$ cat config.mk
export PLATFORM = sky130hd
export DESIGN_NAME = if_id_decode_flat
export DESIGN_NICKNAME = d
export VERILOG_FILES = /design/src/rtl/if_id_decode_if.sv /design/src/rtl/if_id_decode.sv /design/src/flat_wrapper.sv
export SDC_FILE = /design/constraint.sdc
export NUM_CORES = 1
export LEC_CHECK = 0
export ABC_AREA = 1
export CORE_UTILIZATION = 35
export DETAILED_ROUTE_END_ITERATION = 6
export PLACE_DENSITY = 0.77
export SYNTH_ARGS = -nofsm -noshare
export SYNTH_HDL_FRONTEND = slang
export SYNTH_SLANG_ARGS = --single-unit
$ cat constraint.sdc
create_clock -name clk -period 1.7 [get_ports clk]
set_input_delay 0.34 -clock clk [delete_from_list [all_inputs] [get_ports clk]]
set_output_delay 0.34 -clock clk [all_outputs]
set_load 0.01 [all_outputs]
$ cat src/rtl/if_id_decode_if.sv
// if_id_decode_if: bundle of fetch-side inputs, pipeline control and
// decode-side outputs of the IF/ID pipeline register.
//   master: fetch / hazard-control side (drives f_*, stall, flush, ex_*)
//   slave : the IF/ID register itself (drives d_*, hazard_stall)
interface if_id_decode_if #(
  parameter int unsigned XLEN = 32
);
  // fetch side and pipeline control
  logic            f_valid;
  logic [XLEN-1:0] f_pc;
  logic [XLEN-1:0] f_inst;
  logic            stall;
  logic            flush;
  logic            ex_mem_read;
  logic [4:0]      ex_rd;
  // decode side
  logic            d_valid;
  logic [XLEN-1:0] d_pc;
  logic [XLEN-1:0] d_inst;
  logic [6:0]      d_opcode;
  logic [4:0]      d_rd;
  logic [2:0]      d_funct3;
  logic [4:0]      d_rs1;
  logic [4:0]      d_rs2;
  logic [6:0]      d_funct7;
  logic [24:0]     d_imm;
  logic [2:0]      d_imm_type;
  logic            d_illegal;
  logic            hazard_stall;

  modport master (
    output f_valid, f_pc, f_inst, stall, flush, ex_mem_read, ex_rd,
    input  d_valid, d_pc, d_inst, d_opcode, d_rd, d_funct3, d_rs1, d_rs2,
           d_funct7, d_imm, d_imm_type, d_illegal, hazard_stall
  );

  modport slave (
    input  f_valid, f_pc, f_inst, stall, flush, ex_mem_read, ex_rd,
    output d_valid, d_pc, d_inst, d_opcode, d_rd, d_funct3, d_rs1, d_rs2,
           d_funct7, d_imm, d_imm_type, d_illegal, hazard_stall
  );
endinterface

$ cat src/rtl/if_id_decode.sv
// if_id_decode: IF/ID pipeline register with instruction field decode and
// load-use hazard detection for the RV32I core.
// Ports:
//   clk  - rising-edge clock
//   rst  - synchronous active-high reset
//   bus  - if_id_decode_if.slave: fetch inputs (f_valid/f_pc/f_inst), stall,
//          flush, EX-stage load info (ex_mem_read/ex_rd); outputs the latched
//          slot (d_valid/d_pc/d_inst), decoded fields, immediate selector,
//          illegal flag and hazard_stall.
module if_id_decode #(
  parameter int unsigned       XLEN     = 32,
  parameter logic [XLEN-1:0]   NOP_INST = 32'h0000_0013
) (
  input  logic           clk,
  input  logic           rst,
  if_id_decode_if.slave  bus
);

  localparam logic [6:0] OP_IMM    = 7'b0010011;
  localparam logic [6:0] OP_LOAD   = 7'b0000011;
  localparam logic [6:0] OP_JALR   = 7'b1100111;
  localparam logic [6:0] OP_STORE  = 7'b0100011;
  localparam logic [6:0] OP_BRANCH = 7'b1100011;
  localparam logic [6:0] OP_LUI    = 7'b0110111;
  localparam logic [6:0] OP_AUIPC  = 7'b0010111;
  localparam logic [6:0] OP_JAL    = 7'b1101111;
  localparam logic [6:0] OP_REG    = 7'b0110011;

  logic            valid_q, valid_d;
  logic [XLEN-1:0] pc_q, pc_d;
  logic [XLEN-1:0] inst_q, inst_d;

  logic [2:0]      imm_type;
  logic            legal;
  logic            uses_rs1;
  logic            uses_rs2;
  logic            hazard;

  // Format decode of the latched opcode.
  always_comb begin
    imm_type = 3'b111;
    legal    = 1'b1;
    uses_rs1 = 1'b0;
    uses_rs2 = 1'b0;
    case (inst_q[6:0])
      OP_IMM, OP_LOAD, OP_JALR: begin
        imm_type = 3'b000;
        uses_rs1 = 1'b1;
      end
      OP_STORE: begin
        imm_type = 3'b001;
        uses_rs1 = 1'b1;
        uses_rs2 = 1'b1;
      end
      OP_BRANCH: begin
        imm_type = 3'b101;
        uses_rs1 = 1'b1;
        uses_rs2 = 1'b1;
      end
      OP_LUI, OP_AUIPC: imm_type = 3'b010;
      OP_JAL:           imm_type = 3'b110;
      OP_REG: begin
        imm_type = 3'b111;
        uses_rs1 = 1'b1;
        uses_rs2 = 1'b1;
      end
      default: legal = 1'b0;
    endcase
  end

  // A load in EX writing a register this instruction reads must wait one cycle.
  // x0 never carries a dependency.
  assign hazard = valid_q & bus.ex_mem_read & (bus.ex_rd != 5'd0) &
                  ((uses_rs1 & (bus.ex_rd == inst_q[19:15])) |
                   (uses_rs2 & (bus.ex_rd == inst_q[24:20])));

  // Next-state: flush beats any stall, stall/hazard holds, otherwise load.
  always_comb begin
    valid_d = valid_q;
    pc_d    = pc_q;
    inst_d  = inst_q;
    if (bus.flush) begin
      valid_d = 1'b0;
      pc_d    = bus.f_pc;
      inst_d  = NOP_INST;
    end else if (!(bus.stall || hazard)) begin
      valid_d = bus.f_valid;
      pc_d    = bus.f_pc;
      inst_d  = bus.f_valid ? bus.f_inst : NOP_INST;
    end
  end

  always_ff @(posedge clk) begin
    if (rst) begin
      valid_q <= 1'b0;
      pc_q    <= '0;
      inst_q  <= NOP_INST;
    end else begin
      valid_q <= valid_d;
      pc_q    <= pc_d;
      inst_q  <= inst_d;
    end
  end

  assign bus.d_valid      = valid_q;
  assign bus.d_pc         = pc_q;
  assign bus.d_inst       = inst_q;
  assign bus.d_opcode     = inst_q[6:0];
  assign bus.d_rd         = inst_q[11:7];
  assign bus.d_funct3     = inst_q[14:12];
  assign bus.d_rs1        = inst_q[19:15];
  assign bus.d_rs2        = inst_q[24:20];
  assign bus.d_funct7     = inst_q[31:25];
  assign bus.d_imm        = inst_q[31:7];
  assign bus.d_imm_type   = imm_type;
  assign bus.d_illegal    = valid_q & ~legal;
  assign bus.hazard_stall = hazard;

endmodule

$ cat src/flat_wrapper.sv
// flat-port wrapper written by rule: the top's interface ports become plain ports
module if_id_decode_flat 
#(
  parameter int unsigned       XLEN     = 32,
  parameter logic [XLEN-1:0]   NOP_INST = 32'h0000_0013
)
  (clk, rst, bus_f_valid, bus_f_pc, bus_f_inst, bus_stall, bus_flush, bus_ex_mem_read, bus_ex_rd, bus_d_valid, bus_d_pc, bus_d_inst, bus_d_opcode, bus_d_rd, bus_d_funct3, bus_d_rs1, bus_d_rs2, bus_d_funct7, bus_d_imm, bus_d_imm_type, bus_d_illegal, bus_hazard_stall);
  if_id_decode_if #(.XLEN(XLEN)) bus_i ();
  input  logic clk;
  input  logic rst;
  input wire logic [$bits(bus_i.f_valid)-1:0] bus_f_valid;
  input wire logic [$bits(bus_i.f_pc)-1:0] bus_f_pc;
  input wire logic [$bits(bus_i.f_inst)-1:0] bus_f_inst;
  input wire logic [$bits(bus_i.stall)-1:0] bus_stall;
  input wire logic [$bits(bus_i.flush)-1:0] bus_flush;
  input wire logic [$bits(bus_i.ex_mem_read)-1:0] bus_ex_mem_read;
  input wire logic [$bits(bus_i.ex_rd)-1:0] bus_ex_rd;
  output wire logic [$bits(bus_i.d_valid)-1:0] bus_d_valid;
  output wire logic [$bits(bus_i.d_pc)-1:0] bus_d_pc;
  output wire logic [$bits(bus_i.d_inst)-1:0] bus_d_inst;
  output wire logic [$bits(bus_i.d_opcode)-1:0] bus_d_opcode;
  output wire logic [$bits(bus_i.d_rd)-1:0] bus_d_rd;
  output wire logic [$bits(bus_i.d_funct3)-1:0] bus_d_funct3;
  output wire logic [$bits(bus_i.d_rs1)-1:0] bus_d_rs1;
  output wire logic [$bits(bus_i.d_rs2)-1:0] bus_d_rs2;
  output wire logic [$bits(bus_i.d_funct7)-1:0] bus_d_funct7;
  output wire logic [$bits(bus_i.d_imm)-1:0] bus_d_imm;
  output wire logic [$bits(bus_i.d_imm_type)-1:0] bus_d_imm_type;
  output wire logic [$bits(bus_i.d_illegal)-1:0] bus_d_illegal;
  output wire logic [$bits(bus_i.hazard_stall)-1:0] bus_hazard_stall;
  assign bus_i.f_valid = bus_f_valid;
  assign bus_i.f_pc = bus_f_pc;
  assign bus_i.f_inst = bus_f_inst;
  assign bus_i.stall = bus_stall;
  assign bus_i.flush = bus_flush;
  assign bus_i.ex_mem_read = bus_ex_mem_read;
  assign bus_i.ex_rd = bus_ex_rd;
  assign bus_d_valid = bus_i.d_valid;
  assign bus_d_pc = bus_i.d_pc;
  assign bus_d_inst = bus_i.d_inst;
  assign bus_d_opcode = bus_i.d_opcode;
  assign bus_d_rd = bus_i.d_rd;
  assign bus_d_funct3 = bus_i.d_funct3;
  assign bus_d_rs1 = bus_i.d_rs1;
  assign bus_d_rs2 = bus_i.d_rs2;
  assign bus_d_funct7 = bus_i.d_funct7;
  assign bus_d_imm = bus_i.d_imm;
  assign bus_d_imm_type = bus_i.d_imm_type;
  assign bus_d_illegal = bus_i.d_illegal;
  assign bus_hazard_stall = bus_i.hazard_stall;
  if_id_decode #(.XLEN(XLEN), .NOP_INST(NOP_INST)) u_core (.clk(clk), .rst(rst), .bus(bus_i));
endmodule
==> impl_results.md <==
* Xor and xnor fraction of the mapped netlist area at 0.968%
* Dominant cells by area after synthesis: dfxtp_1 (36%), nand2_1 (13%), buf_4 (12%)
* Worst clock skew at 0.0128 ns
* Clock insertion delay at the later pin of the skew report at 0.36 ns
* Crit path setup slack, layout at -0.260 ns
* Clock Path Buffers at 2
* Crit path capture type: output pin
* Total routed wirelength at 13500 um
* All-layer global routing usage at 24.7%
* Total core area at 9910 sq um
* Highest net fanout along the worst path at 3
* Port bufs at 201
* Final setup fails at 63
* Dominant cell by count in the synthesized netlist: nand2_1
* Wire length of the first global-routing pass at 21000 um
* FF+latch count, synth at 65
* H-tree depth at 3
* Antenna Diode Count at 0
* Final Hold Slack at 0.484 ns
* Main synth FF type: dfxtp_1
* Shortest clock period the worst path allows after layout at 1.96 ns
* Compound-cell area share of the yosys netlist at 9.47%
* Tcrit/Tclk final at 115%
* Maximum number of pins on one net before global-route repair at 65
* Row Count at 36
* Clock input transition at the sequential cells of the worst setup and hold paths at 0.08 ns
* Critical path type: flop to output pin
* Aggregate negative setup slack at -5.80 ns
* Total gr overflow at 0
* DR WL/cell at 15.9 um
* Synth Cell Area at 3620 sq um
* Fraction of final layout cells with drive strength greater than 1 at 30.7%
* Synth cell types at 25
* First drt pass iteration count at 4
* Sequential element share of the synthesized area at 35.9%
* Final hold violations at 0
* Net count after synthesis at 598
* Final Max Slew Viols at 0
* TritonCTS clock tree: yes
* Top-area cell type share of the netlist area at 35.9%
* Proportion of synthesized flip-flops having asynchronous set or reset at 0%
* Mux share of post-synthesis cell area at 0%
* Max-cap violation count at 0
* Synthesized-area fraction occupied by and/or/nand/nor cells at 30.8%
* Drc violations at 0
* Power Dens Cells at 644 nW/um^2
* Synth top cells by count: nand2_1 (124), dfxtp_1 (65), a21oi_1 (62), buf_4 (57), inv_1 (51)
* Startpoint Class: flop
* Number of global-route vias before repair at 4110
* Endpoint required time on the critical path at 1.36 ns
* Number of synthesized flops with an enable pin at 0
* DRC marker count from the first detailed-route iteration at 136
* Top cell type by total area after synthesis: dfxtp_1
* Achievable Freq at 0.510 GHz
* Post-Layout Inst Area at 6880 sq um
* Fin nets at 790
* Post-synthesis adder-cell area fraction at 0%
* DIE AREA at 10800 sq um
* Leak pwr at 0.00316 uW
* Layout Area Growth over Synthesis at 89.9%
* Arrival time at the worst endpoint at 1.62 ns
* Relative max-transition margin at 71.4%
* Starting density of the core at 36.5%
* DRT antenna net count at 0
* Num Clock Sinks at 65
* Actual slew at the worst max-slew pin at 0.428 ns
* Post-detailed-placement half-perimeter wirelength at 7900 um
* Width of the chip at 104 um
* Avg Inst Size Synth at 6.92 sq um
* TritonCTS buffer count at 9
* Post-DP Area at 5540 sq um
* Worst hold-check path type: flop to flop
* Detail-routed via count per cell at 4.85
* Detailed-route via count at 4137
* Floorplan die height at 104 um
* Root Buffer: clkbuf_8
* Status: finished, violations left
* Synthesized instance count at 523
* Largest family of logic cells by synthesized area: simple AND/OR/NAND/NOR gates
* Unrepaired setup endpoints after global routing: true
* Peak supply drop at 0.000441 V
* Number of hold-repair buffers added at the cts stage at 0
* Initial antenna violation count at 0
* Failing checks: setup timing
* Routability cong. at 0.801
* I/O pin total at 202
* YS warnings at 0
-- state kept, by name, summed over array words and instances (netlist names) --
name and flops:
u_core.bus.d_pc 32, u_core.bus.d_valid 1, u_core.bus.d_inst 32
-- critical path, cell delays in order (launching register included) --
cell     delay [ns]
dfxtp_2        0.35
nand2_4        0.09
nor3_4         0.17
buf_6          0.13
nand3_4        0.05
nand4_1        0.09
buf_4          0.14
buf_6          0.10
nor2_4         0.03
buf_6          0.12
-- kinds of logic (layout without fill, tap and decap cells) --
family	Yosys count	after routing
and+or+nand+nor	245	245
AOI/OAI and AO/OA	67	67
DFF	65	65
xor gates and xnor gates	4	4
buffers and inverters	142	339
-- layout by cell type, fill, tap and decap left out, drive strengths merged, types with 10 or more instances in the layout --
cell,Yosys,routed
a21oi,62,62
buf,76,73
clkbuf,12,10
clkdlybuf4s50,0,141
dfxtp,65,65
dlygate4sd2,0,42
dlymetal6s2s,0,13
inv,53,53
nand2,127,127
nand3,40,40
nand3b,29,29
nor2,44,44
-- power breakdown --
part / switching (uW) / leakage (uW) / internal, uW
logic: 495 / 0.00250 / 585
clock network: 688 / 0.000123 / 1020
registers: 51.1 / 0.000543 / 1590
-- path summary, 6_finish.rpt --
check	from	to	slack, ns	cells after the start
hold reg to reg	u_core.bus.d_inst[28]$_SDFFE_PP0N_	u_core.bus.d_inst[28]$_SDFFE_PP0N_	0.48	2
setup reg to reg	u_core.bus.d_inst[3]$_SDFFE_PP0N_	u_core.bus.d_pc[28]$_SDFFE_PP0P_	-0.16	15
setup / recovery	u_core.bus.d_inst[1]$_SDFFE_PP1N_	bus_d_illegal	-0.26	9
hold / removal	u_core.bus.d_inst[28]$_SDFFE_PP0N_	u_core.bus.d_inst[28]$_SDFFE_PP0N_	0.48	2
-- per-layer routing --
| layer | global-route usage, % | routed length (um) | up-vias |
|---|---|---|---|
| li1 | - | - | 1979 |
| met1 | 27.0 | 5060 | 1979 |
| met2 | 46.0 | 7430 | 154 |
| met3 | 5.60 | 715 | 25 |
| met4 | 9.18 | 321 | 0 |
| met5 | 0 | 0 | - |
-- layout make-up --
class | count | area (sq um)
Clock buffer | 10 | 138
Clock inverter | 6 | 115
Fill cell | 771 | 3030
Inverter | 54 | 208
Multi-Input combinational cell | 316 | 2040
Sequential cell | 65 | 1340
Tap cell | 133 | 166
Timing Repair Buffer | 269 | 2870
-- metrics by stage --
step / setup WS [ns] / utilization (%) / power, uW / cells
after floorplan: 0.0525 / - / 2060 / 523
after global placement: -0.642 / 55.9 / 2500 / 808
after detailed placement: -0.672 / 55.9 / 2530 / 808
after CTS: -0.294 / 68.1 / 4400 / 863
after global routing: -0.344 / 69.4 / 4600 / 853
final: -0.260 / 69.4 / 4430 / 853
-- timing repair --
action,CTS,global route
pin swaps,38,39
setup endpoints to repair,107,91
buffers inserted,27,5
resized for setup,184,106
cloned,13,0
Note: power is estimated with default switching activity, not from simulation.
